[config.mk]
export PLATFORM = sky130hd
export DESIGN_NAME = mux_4_arbiter_nb_flat
export DESIGN_NICKNAME = d
export VERILOG_FILES = /design/src/rtl/mux_4_arbiter_nb_pkg.sv /design/src/rtl/mux_4_arbiter_nb_if.sv /design/src/rtl/mux_4_to_1_nb.sv /design/src/rtl/mux_4_arbiter_nb.sv /design/src/flat_wrapper.sv
export SDC_FILE = /design/constraint.sdc
export NUM_CORES = 1
export LEC_CHECK = 0
export ABC_CLOCK_PERIOD_IN_PS = 1550
export CORE_MARGIN = 4
export CORE_UTILIZATION = 37
export DETAILED_ROUTE_END_ITERATION = 12
export HOLD_SLACK_MARGIN = 0.03
export PLACE_DENSITY = 0.83
export SYNTH_ARGS = -nofsm -noshare
export SYNTH_HDL_FRONTEND = slang
export SYNTH_SLANG_ARGS = --single-unit
export TNS_END_PERCENT = 50
[constraint.sdc]
create_clock -name clk -period 1.55 [get_ports clk]
set_input_delay 0.155 -clock clk [delete_from_list [all_inputs] [get_ports clk]]
set_output_delay 0.155 -clock clk [all_outputs]
set_load 0.005 [all_outputs]
[src/rtl/mux_4_arbiter_nb_pkg.sv]
`default_nettype none
// +------------------------------------------------------------------+
// | mux_4_arbiter_nb_pkg                                             |
// | Shared constants for the round-robin 4-to-1 mux arbiter.         |
// | Rev 1.0                                                          |
// +------------------------------------------------------------------+
package mux_4_arbiter_nb_pkg;

  localparam int CNT_W = 4;

  typedef logic [CNT_W-1:0] cnt_t;
  typedef logic [1:0]       idx_t;
  typedef logic             state_t;

  localparam state_t ST_IDLE  = 1'b0;
  localparam state_t ST_BURST = 1'b1;

  localparam idx_t REQ_A = 2'd0;
  localparam idx_t REQ_B = 2'd1;
  localparam idx_t REQ_C = 2'd2;
  localparam idx_t REQ_D = 2'd3;

endpackage
`default_nettype wire

[src/rtl/mux_4_arbiter_nb_if.sv]
`default_nettype none
// +------------------------------------------------------------------+
// | mux_4_arbiter_nb_if                                              |
// | Requester / downstream bundle for the shared mux arbiter.        |
// | Rev 1.0                                                          |
// +------------------------------------------------------------------+
interface mux_4_arbiter_nb_if #(
  parameter int N = 4
);

  logic [3:0]   req;
  logic [N-1:0] A;
  logic [N-1:0] B;
  logic [N-1:0] C;
  logic [N-1:0] D;
  logic         out_ready;
  logic [3:0]   gnt;
  logic [1:0]   S;
  logic [N-1:0] Y;
  logic         out_valid;
  logic         busy;

  // master: requesters plus downstream sink; slave: the arbiter itself
  modport master (
    output req, A, B, C, D, out_ready,
    input  gnt, S, Y, out_valid, busy
  );

  modport slave (
    input  req, A, B, C, D, out_ready,
    output gnt, S, Y, out_valid, busy
  );

endinterface
`default_nettype wire

[src/rtl/mux_4_to_1_nb.sv]
`default_nettype none
// +------------------------------------------------------------------+
// | mux_4_to_1_nb                                                    |
// | N-bit 4-to-1 combinational multiplexer.                          |
// | Rev 1.0                                                          |
// +------------------------------------------------------------------+
module mux_4_to_1_nb #(
  parameter int N = 4
) (
  input  logic [N-1:0] A,
  input  logic [N-1:0] B,
  input  logic [N-1:0] C,
  input  logic [N-1:0] D,
  input  logic [1:0]   S,
  output logic [N-1:0] Y
);

  always_comb begin
    Y = A;
    case (S)
      2'd0: Y = A;
      2'd1: Y = B;
      2'd2: Y = C;
      2'd3: Y = D;
      default: Y = A;
    endcase
  end

endmodule
`default_nettype wire

[src/rtl/mux_4_arbiter_nb.sv]
`default_nettype none
// +------------------------------------------------------------------+
// | mux_4_arbiter_nb                                                 |
// | Round-robin arbiter / burst sequencer owning a shared 4:1 mux.   |
// | Rev 1.0                                                          |
// +------------------------------------------------------------------+
module mux_4_arbiter_nb
  import mux_4_arbiter_nb_pkg::*;
#(
  parameter int N         = 4,
  parameter int MAX_BURST = 4
) (
  input  logic               clk,
  input  logic               rst,
  mux_4_arbiter_nb_if.slave  bus
);

  localparam cnt_t LAST_BEAT = cnt_t'(MAX_BURST - 1);

  state_t state_q, state_d;
  idx_t   ptr_q,   ptr_d;
  idx_t   s_q,     s_d;
  logic [3:0] gnt_q, gnt_d;
  cnt_t   cnt_q,   cnt_d;

  logic   req_s;
  logic   xfer;
  idx_t   winner;

  // Lowest offset from ptr wins, so scan offsets high-to-low and keep the last hit.
  function automatic idx_t rr_pick(input logic [3:0] r, input idx_t p);
    idx_t idx;
    rr_pick = p;
    for (int i = 3; i >= 0; i--) begin
      idx = p + idx_t'(i);
      if (r[idx]) rr_pick = idx;
    end
  endfunction

  assign winner = rr_pick(bus.req, ptr_q);
  assign req_s  = bus.req[s_q];
  assign xfer   = (state_q == ST_BURST) && req_s && bus.out_ready;

  always_ff @(posedge clk) begin
    if (rst) begin
      state_q <= ST_IDLE;
      ptr_q   <= REQ_A;
      s_q     <= REQ_A;
      gnt_q   <= 4'b0000;
      cnt_q   <= '0;
    end else begin
      state_q <= state_d;
      ptr_q   <= ptr_d;
      s_q     <= s_d;
      gnt_q   <= gnt_d;
      cnt_q   <= cnt_d;
    end
  end

  always_comb begin
    state_d = state_q;
    ptr_d   = ptr_q;
    s_d     = s_q;
    gnt_d   = gnt_q;
    cnt_d   = cnt_q;
    case (state_q)
      ST_IDLE: begin
        if (|bus.req) begin
          s_d     = winner;
          gnt_d   = 4'b0001 << winner;
          cnt_d   = '0;
          state_d = ST_BURST;
        end
      end
      ST_BURST: begin
        // S is left in place on exit so Y keeps following the last owner while idle.
        if (!req_s || (xfer && cnt_q == LAST_BEAT)) begin
          state_d = ST_IDLE;
          gnt_d   = 4'b0000;
          ptr_d   = s_q + 2'd1;
          cnt_d   = '0;
        end else if (xfer) begin
          cnt_d   = cnt_q + cnt_t'(1);
        end
      end
      default: begin
        state_d = ST_IDLE;
        gnt_d   = 4'b0000;
      end
    endcase
  end

  always_comb begin
    bus.gnt       = gnt_q;
    bus.S         = s_q;
    bus.busy      = (state_q == ST_BURST);
    bus.out_valid = (state_q == ST_BURST) && req_s;
  end

  mux_4_to_1_nb #(
    .N (N)
  ) u_mux (
    .A (bus.A),
    .B (bus.B),
    .C (bus.C),
    .D (bus.D),
    .S (s_q),
    .Y (bus.Y)
  );

endmodule
`default_nettype wire

[src/flat_wrapper.sv]
// flat-port wrapper written by rule: the top's interface ports become plain ports
module mux_4_arbiter_nb_flat import mux_4_arbiter_nb_pkg::*;
#(
  parameter int N         = 4,
  parameter int MAX_BURST = 4
)
  (clk, rst, bus_req, bus_A, bus_B, bus_C, bus_D, bus_out_ready, bus_gnt, bus_S, bus_Y, bus_out_valid, bus_busy);
  mux_4_arbiter_nb_if #(.N(N)) bus_i ();
  input  logic clk;
  input  logic rst;
  input wire logic [$bits(bus_i.req)-1:0] bus_req;
  input wire logic [$bits(bus_i.A)-1:0] bus_A;
  input wire logic [$bits(bus_i.B)-1:0] bus_B;
  input wire logic [$bits(bus_i.C)-1:0] bus_C;
  input wire logic [$bits(bus_i.D)-1:0] bus_D;
  input wire logic [$bits(bus_i.out_ready)-1:0] bus_out_ready;
  output wire logic [$bits(bus_i.gnt)-1:0] bus_gnt;
  output wire logic [$bits(bus_i.S)-1:0] bus_S;
  output wire logic [$bits(bus_i.Y)-1:0] bus_Y;
  output wire logic [$bits(bus_i.out_valid)-1:0] bus_out_valid;
  output wire logic [$bits(bus_i.busy)-1:0] bus_busy;
  assign bus_i.req = bus_req;
  assign bus_i.A = bus_A;
  assign bus_i.B = bus_B;
  assign bus_i.C = bus_C;
  assign bus_i.D = bus_D;
  assign bus_i.out_ready = bus_out_ready;
  assign bus_gnt = bus_i.gnt;
  assign bus_S = bus_i.S;
  assign bus_Y = bus_i.Y;
  assign bus_out_valid = bus_i.out_valid;
  assign bus_busy = bus_i.busy;
  mux_4_arbiter_nb #(.N(N), .MAX_BURST(MAX_BURST)) u_core (.clk(clk), .rst(rst), .bus(bus_i));
endmodule
==> results of run 1 <==
## power groups by stage
stage / sequential [W] / clock (W) / combinational (W)
global placement: 0.000384 / 0 / 0.000347
global route: 0.000383 / 0.000231 / 0.000405
floorplan: 0.000383 / 0 / 0.000151
detailed placement: 0.000385 / 0 / 0.000361
finish: 0.000380 / 0.000213 / 0.000373
CTS: 0.000379 / 0.000216 / 0.000367
## layer usage
layer / wire length (microns) / part of all wire [%]
met1: 1080 / 41
met2: 1320 / 50
met3: 200 / 7.5
met4: 56 / 2.1
met5: 0 / 0
## worst max-delay path, delay by kind of cell, from the launching register on
kind	cells	cell delay [ns]
simple gates	1	0.33
mux	1	0.54
compound gates	2	0.32
flops	1	0.39
buf+inv	1	0.15
## timing repair
item / in CTS / in global routing
pin swaps: 7 / 2
gates resized for setup: 29 / 8
buffers inserted: 2 / 0
endpoints found under the hold margin: 0 / 0
setup endpoints to repair: 15 / 16
## registers in the layout, indices dropped and copies added, names as in the netlist
register,cells
u_core.bus.S,2
u_core.bus.busy,1
u_core.bus.gnt,4
u_core.cnt_q,4
u_core.ptr_q,2
## cells by family after synthesis
| group | count (synthesis) | share of synthesized area (%) |
|---|---|---|
| DFF | 13 | 31.5 |
| muxes | 6 | 8.77 |
| and+or+nand+nor | 24 | 16.2 |
| AOI/OAI and AO/OA | 33 | 29.7 |
| buffers and inverters | 12 | 6.35 |
| adders and majority gates | 5 | 7.56 |
## metrics by stage
step | area (sq um) | utilization, %
detailed placement | 1360 | 66.5
CTS | 1420 | 69.3
finish | 1440 | 70.4
global route | 1440 | 70.4
floorplan | 846 | -
global placement | 1360 | 66.5
## cells in the final DEF (no fill, tap or decap), drive strengths merged, types with 2 or more instances in the layout
| cell | instances |
|---|---|
| a222oi | 4 |
| or3 | 2 |
| nor2b | 4 |
| mux2i | 5 |
| buf | 28 |
| ha | 5 |
| a21oi | 8 |
| nor3 | 2 |
| and2 | 2 |
| nand2 | 2 |
| clkbuf | 4 |
| a211oi | 2 |
| nor2 | 6 |
| o22a | 2 |
| inv | 9 |
| o21ai | 5 |
| a32o | 4 |
| dfxtp | 13 |
| clkdlybuf4s50 | 29 |
## area by class of cell
type / count / area [sq um]
Multi-Input combinational cell: 68 / 581
Sequential cell: 13 / 269
Inverter: 9 / 36.3
Fill cell: 172 / 604
Clock buffer: 4 / 26.3
Tap cell: 27 / 33.8
Timing Repair Buffer: 57 / 492
## how the worst max path moves through the flow
stage	end	start	slack (ns)
finish	u_core.cnt_q[2]	u_core.bus.S[0]	-0.24
global route	u_core.cnt_q[2]	u_core.bus.S[0]	-0.32
CTS	u_core.cnt_q[2]	u_core.bus.S[0]	-0.22
detailed placement	bus_out_valid	bus_req[3]	-0.37
global placement	bus_out_valid	bus_req[3]	-0.34
floorplan	u_core.cnt_q[3]	u_core.bus.S[0]	-0.04
==> results.toml, run 1 <==
[worst_setup_path]
arrival_ns = 2.01
r2r_setup_slack_ns = -0.24
endpoint_kind = "flop"
ff2ff_path_depth = 5
cp.required_ns = 1.77
crit_type = "flop to flop"
worstReg2RegEnd = "u_core.cnt_q[2]"
r2r_start = "u_core.bus.S[0]"
critPathLaunchType = "flop"
critPathMaxStageDelay_ns = 0.54
crit_chain = "mux4_2 -> buf_6 -> a22o_1 -> or3_1 -> a21oi_2"
cp_slowest_cell = "mux4_2"
crit_fanout = 5

[synth]
ys_types = 34
synth_area_leaders = "dfxtp_1, ha_1, mux2i_1"
syn_inst = 93
synthTopCellsByCount = "dfxtp_1, inv_1, a21oi_1"
synth_area_per_cell_sq_um = 8.89
synth_top_flop_cell = "dfxtp_1"
syn_area_sq_um = 827
async_reset_ff_share_pct = 0
synth_edf_count = 0
ys_ff_latch = 13
syn-num-nets = 121
yosysTopAreaCell = "dfxtp_1"
ys_seq_area_share_pct = 31.5
synth_most_common_cell = "dfxtp_1"
netlist.area_leader.share_pct = 31.5
yosys_warnings = 0

[pwr]
combPwrFrac_pct = 38.6
p_sw_share_pct = 29.8
finalPower_w = 0.000966
internal-power_w = 0.000678
power.switching_w = 0.000287
power_frac_clock_pct = 22.0
p_per_area_nw_per_um2 = 672
vdd_drop_max_mv = 0.418
p_leak_nw = 0.590
seqPwrFrac_pct = 39.4

[place]
gp_congestion = 0.864
pre_cts_ws_ns = -0.368
portBuffers = 34
hpwl_mm = 2.06
place_inst = 172

[global_route]
grt_use_total_pct = 18.1
grt_use_met3_pct = 6.06
antenna_found_initial = 0
use_met2_pct = 31.1
grt_pass1_wl_mm = 4.47
grt_max_degree = 9
grt_pass1_vias = 1006
top_usage_layer = "met2"
gr-usage-met1_pct = 19.5
grt-ovfl-total = 0

[routing]
vias = 958
post_drt_wl_per_cell_microns = 14.9
drt_iter0_markers = 23
drc = 0
ant_nets = 0
first_pass_iters = 4
wirelength_mm = 2.66
vias_per_cell = 5.38

[timing]
worstMarginPinSlew_ns = 0.465
worst_slack_ns = -0.242
period_share_pct = 116
setup_viol = 15
min_period_ns = 1.79
max_freq_mhz = 558
setup_tns_ns = -2.44
slew_headroom_pct = 68.8
rsz0062_at_grt = "yes"
holdWs_ns = 0.482
finClkSkew_ns = 0.00288
hold_viol = 0
maxSlewViolCount = 0

[worst_hold_path]
hold_path_end = "u_core.bus.gnt[3]"
hold_path.class = "flop to flop"
hp-start = "u_core.bus.gnt[3]"
holdPathStages = 1

[cts]
clockBufferDepth = 2
cts_htree_levels = 1
root_buffer = "clkbuf_4"
ctsHoldBuffers = 0
worst_setup_hold_path_clk_slew_ns = 0.08
clock_sinks = 13
numCtsBuffers = 3
cts_tree = "done"
clk_latency_ns = 0.28

[floorplanning]
die_x_microns = 55.3
num_io_pins = 35
die_h_microns = 55.3
initial_utilization_pct = 40.5
core_sq_um = 2040
dieArea_sq_um = 3060
rows = 16

[layout]
diodes = 0
finalNetCount = 180
syn_to_final_growth_pct = 73.8
drive_gt1_share_pct = 31.1
instances_no_fill = 178

[run_status]
status = "complete, but fails checks"
violations = "negative setup slack"

[job]
drv_cap = 0
Note: power is estimated with default switching activity, not from simulation.
==> inputs of run 2 (changes only) <==
Settings changed: CELL_PAD_IN_SITES_DETAIL_PLACEMENT from default to 2, CELL_PAD_IN_SITES_GLOBAL_PLACEMENT from default to 2, CORE_UTILIZATION 37 to 21, GPL_TIMING_DRIVEN from default to 0, PLACE_DENSITY 0.83 to 0.82, SYNTH_HIERARCHICAL from default to 1.
==> results.toml, run 2 <==
[worst_setup_path]
endpoint_kind = "flop"
cp_slowest_cell = "mux4_2"
timing.critical_path.buf_inv = 2
crit_chain = "mux4_2 -> buf_6 -> a22oi_4 -> buf_4 -> mux2i_1 -> nor2_1"
cp.required_ns = 1.68
arrival_ns = 1.89
crit_fanout = 4
cp_top_family = "multiplexers"
crit_type = "flop to flop"
critPathMaxStageDelay_ns = 0.53
critPathLaunchType = "flop"

[run_status]
status = "complete, but fails checks"
violations = "negative setup slack"

[synth]
synthTopCellsByCount = "dfxtp_1, nor2_1, nand2_1"
syn_area_sq_um = 810
synth_most_common_cell = "dfxtp_1"
ys_ff_latch = 13
yosys_warnings = 6
ys_types = 32
synth_top_flop_cell = "dfxtp_1"
synth_edf_count = 0
synth_area_per_cell_sq_um = 9.99
synth_area_leaders = "dfxtp_1, mux4_1, nor2_1"
ys_seq_area_share_pct = 32.1
netlist.area_leader.share_pct = 32.1
syn_inst = 81
yosysTopAreaCell = "dfxtp_1"
syn-num-nets = 105
async_reset_ff_share_pct = 0

[routing]
first_pass_iters = 3
ant_nets = 0
vias_per_cell = 4.74
wirelength_mm = 3.41
vias = 835
drc = 0
post_drt_wl_per_cell_microns = 19.4
drt_iter0_markers = 34

[job]
drv_cap = 0

[cts]
root_buffer = "clkbuf_8"
clockBufferDepth = 2
clock_sinks = 13
worst_setup_hold_path_clk_slew_ns = 0.06
ctsHoldBuffers = 0
clk_latency_ns = 0.24
cts_tree = "done"
cts_htree_levels = 1
numCtsBuffers = 3

[floorplanning]
die_x_microns = 70.1
rows = 22
num_io_pins = 35
die_h_microns = 70.1
initial_utilization_pct = 21.9
dieArea_sq_um = 4910
core_sq_um = 3690

[place]
hpwl_mm = 2.21
dpl_cell_area_sq_um = 1210
portBuffers = 33
pre_cts_ws_ns = -0.576
gp_congestion = 0.683

[layout]
num-fill-cells = 433
syn_to_final_growth_pct = 66.3
fin_area_sq_um = 1350
fin_util_pct = 36.5
finalNetCount = 153
drive_gt1_share_pct = 32.0
layout_commonest_cell = "clkdlybuf4s50_1"
diodes = 0
final_cell_mix = "clkdlybuf4s50_1, dfxtp_1, nor2_1"

[timing]
maxSlewViolCount = 0
worstMarginPinSlew_ns = 0.654
min_period_ns = 1.75
hold_viol = 0
setup_tns_ns = -1.72
max_freq_mhz = 570
setup_viol = 12
period_share_pct = 113
finClkSkew_ns = 0.00324
rsz0062_at_grt = "yes"
slew_headroom_pct = 56.2
worst_slack_ns = -0.203

[global_route]
grt-ovfl-total = 0
antenna_found_initial = 0
grt_max_degree = 11
grt_use_total_pct = 13.6
grt_pass1_vias = 997
grt_pass1_wl_mm = 5.24

[pwr]
finalPower_w = 0.00107
p_per_area_nw_per_um2 = 796
vdd_drop_max_mv = 0.350
p_leak_nw = 0.537

[worst_hold_path]
hold_path.class = "input pin to flop"
## run 2: final timing paths
path,start,endpoint,slack (ns),depth (start not counted)
worst max-delay path,u_core/bus.S[0],u_core/cnt_q[1],-0.20,6
worst min-delay path,rst,u_core/ptr_q[1],0.16,2
worst max register to register,u_core/bus.S[0],u_core/cnt_q[1],-0.20,6
worst min register to register,u_core/bus.gnt[0],u_core/bus.gnt[0],0.47,2
## run 2: layout make-up
class | instances | area (sq um) | share of cell area [%]
clock buffer | 4 | 45.0 | 3.35
sequential | 13 | 267 | 19.8
buffer | 1 | 7.51 | 0.558
timing repair buffer | 43 | 395 | 29.4
multi-input combinational | 65 | 564 | 41.9
inverter | 2 | 7.51 | 0.558
tap | 48 | 60.1 | 4.46
## run 2: cells by family (layout without fill, tap and decap cells)
logic type,Yosys count,in the layout,synth area share [%]
AO/OA/AOI/OAI,17,17,17.2
XOR/XNOR,4,4,4.33
adder cells (fa/ha/maj),1,1,1.55
buffers and inverters,3,50,1.86
flip-flops,13,13,32.1
multiplexers,6,6,17.0
AND/OR/NAND/NOR,37,37,26.0
## run 2: per-stage QoR
stage                     hold slack [ns]  instances
after floorplan                     0.364         81
after global placement              0.397        162
after detailed placement            0.406        162
after CTS                           0.149        172
after global routing                0.175        176
final                               0.165        176
## run 2: power by group
group | internal (W) | switching, W | total [W] | leakage (nW)
sequential | 0.000360 | 0.0000299 | 0.000390 | 0.108
clock | 0.000182 | 0.000122 | 0.000304 | 0.0228
combinational | 0.000208 | 0.000170 | 0.000378 | 0.407
## run 2: what timing repair did
action	CTS	global route
resized for setup	37	7
buffers inserted	6	4
pin swaps	7	7
setup endpoints to repair	17	16
## run 2: layer usage
metal | global-route usage (%) | part of all wire, % | up-vias
met4 | 4.47 | 0.62 | 0
met5 | 0 | 0 | -
met1 | 14.2 | 41 | 434
met2 | 27.2 | 57 | 9
li1 | - | - | 390
met3 | 1.87 | 1.4 | 2
## run 2: worst register-to-register path, delay by kind of cell, from the launching register on
family	cells	cell delay, ns
mux	2	0.70
compound gates	1	0.21
simple gates	1	0.06
buf+inv	2	0.31
flops	1	0.36
==> inputs of run 3 (changes only) <==
Settings changed: PLACE_DENSITY 0.82 to 0.83, SYNTH_HIERARCHICAL 1 to default.
==> results.toml, run 3 (same netlist as run 1, synthesis figures left out) <==
[run_status]
status = "complete, but fails checks"
violations = "negative setup slack"

[worst_setup_path]
critPathLaunchType = "flop"
endpoint_kind = "flop"
critPathLaunch = "u_core.bus.S[0]"
cp.required_ns = 1.73
arrival_ns = 2.02
ff2ff_path_depth = 5
crit_type = "flop to flop"
r2r_start = "u_core.bus.S[0]"
crit_fanout = 6

[timing]
setup_tns_ns = -2.91
hold_viol = 0
period_share_pct = 119
maxSlewViolCount = 0
slew_headroom_pct = 59.5
rsz0062_at_grt = "yes"
worst_slack_ns = -0.287
finClkSkew_ns = 0.000672
min_period_ns = 1.84
max_freq_mhz = 544
worstMarginPinSlew_ns = 0.603
setup_viol = 15

[worst_hold_path]
hold_path.class = "input pin to flop"
hp-start = "rst"
holdPathStages = 2

[cts]
worst_setup_hold_path_clk_slew_ns = 0.05
root_buffer = "clkbuf_8"
clockBufferDepth = 2
clk_latency_ns = 0.24
clock_sinks = 13
cts_tree = "done"
cts_htree_levels = 1
numCtsBuffers = 3

[layout]
layout_commonest_cell = "clkdlybuf4s50_1"
syn_to_final_growth_pct = 69.7
ff_latch_area_sq_um = 270
final_cell_mix = "clkdlybuf4s50_1, dfxtp_1, inv_1, buf_4, nor2_1"
num-fill-cells = 422
finalNetCount = 166
diodes = 0
multi_input_area_sq_um = 608
drive_gt1_share_pct = 27.7
instances_no_fill = 185

[global_route]
grt_use_total_pct = 14.4
grt_pass1_wl_mm = 5.68
grt_pass1_vias = 1089
grt-ovfl-total = 0
antenna_found_initial = 0
grt_max_degree = 11

[routing]
wirelength_mm = 3.63
highest_layer = "met4"
ant_nets = 0
wl_met2_mm = 1.97
first_pass_iters = 4
vias = 932
vias_per_cell = 5.04
wl_met1_mm = 1.40
wl_met3_microns = 203
drc = 0
drt_iter0_markers = 17
post_drt_wl_per_cell_microns = 19.6

[place]
pre_cts_ws_ns = -0.531
gp_congestion = 0.798
hpwl_mm = 2.40
portBuffers = 32
place_inst = 173

[floorplanning]
core_sq_um = 3740
rows = 22
initial_utilization_pct = 22.1
die_x_microns = 70.8
num_io_pins = 35
dieArea_sq_um = 5010
die_h_microns = 70.8

[pwr]
vdd_drop_max_mv = 0.441
p_leak_nw = 0.559
p_per_area_nw_per_um2 = 746

[job]
drv_cap = 0
==> run 3: changes by cell type in the layout (fill, tap and decap cells not counted), moves of 3 or more <==
cell,previous run,this run
a21oi_2,0,3
a222oi_1,0,4
a32o_1,0,4
ha_4,0,3
inv_1,2,8
mux2i_1,1,5
mux4_2,5,1
nand2_1,7,1
nor2_1,9,6
==> run 3: final cells by class <==
cell class | count | share of cell area (%)
timing repair buffer | 41 | 26.3
sequential | 13 | 19.3
buffer | 2 | 1.07
multi-input combinational | 68 | 43.3
clock buffer | 4 | 3.21
inverter | 9 | 2.58
tap | 48 | 4.28
==> run 3: critical path: stages, from the launching register on <==
cell	delay, ns
dfxtp_4	0.38
mux4_2	0.53
buf_6	0.15
a22o_4	0.24
or3_4	0.33
a21oi_2	0.14
==> run 3: worst paths after layout <==
| path | slack (ns) | to |
|---|---|---|
| worst max-delay path | -0.29 | u_core.cnt_q[3] |
| worst min-delay path | 0.32 | u_core.cnt_q[1] |
| worst max register to register | -0.29 | u_core.cnt_q[3] |
| worst min register to register | 0.47 | u_core.bus.gnt[0] |
==> run 3: what timing repair did <==
action | 4_1_cts | 5_1_grt
endpoints found under the setup margin | 18 | 17
hold buffers | 0 | 0
gates resized for setup | 35 | 8
pin swaps | 6 | 3
buffers inserted | 7 | 2
==> run 3: per-stage QoR <==
| stage | area, sq um | hold WS, ns | utilization [%] | total power, W |
|---|---|---|---|---|
| after floorplan | 846 | 0.311 | - | 0.000535 |
| after global placement | 1230 | 0.456 | 32.8 | 0.000686 |
| after detailed placement | 1230 | 0.479 | 32.8 | 0.000708 |
| after CTS | 1360 | 0.300 | 36.4 | 0.00104 |
| after global routing | 1400 | 0.355 | 37.5 | 0.00111 |
| final | 1400 | 0.317 | 37.5 | 0.00105 |
==> run 3: power by group <==
group          internal, W  switching [W]  leakage [nW]  total (W)
clock network     0.000182       0.000120        0.0228   0.000302
registers         0.000356      0.0000280         0.108   0.000384
logic             0.000199       0.000163         0.428   0.000362
total             0.000737       0.000311         0.559    0.00105
==> run 3: metal layers <==
layer,track usage (%),vias to the layer above
met1,14.8,447
met4,5.01,0
met2,27.5,34
met3,3.84,7
met5,0,-
li1,-,444
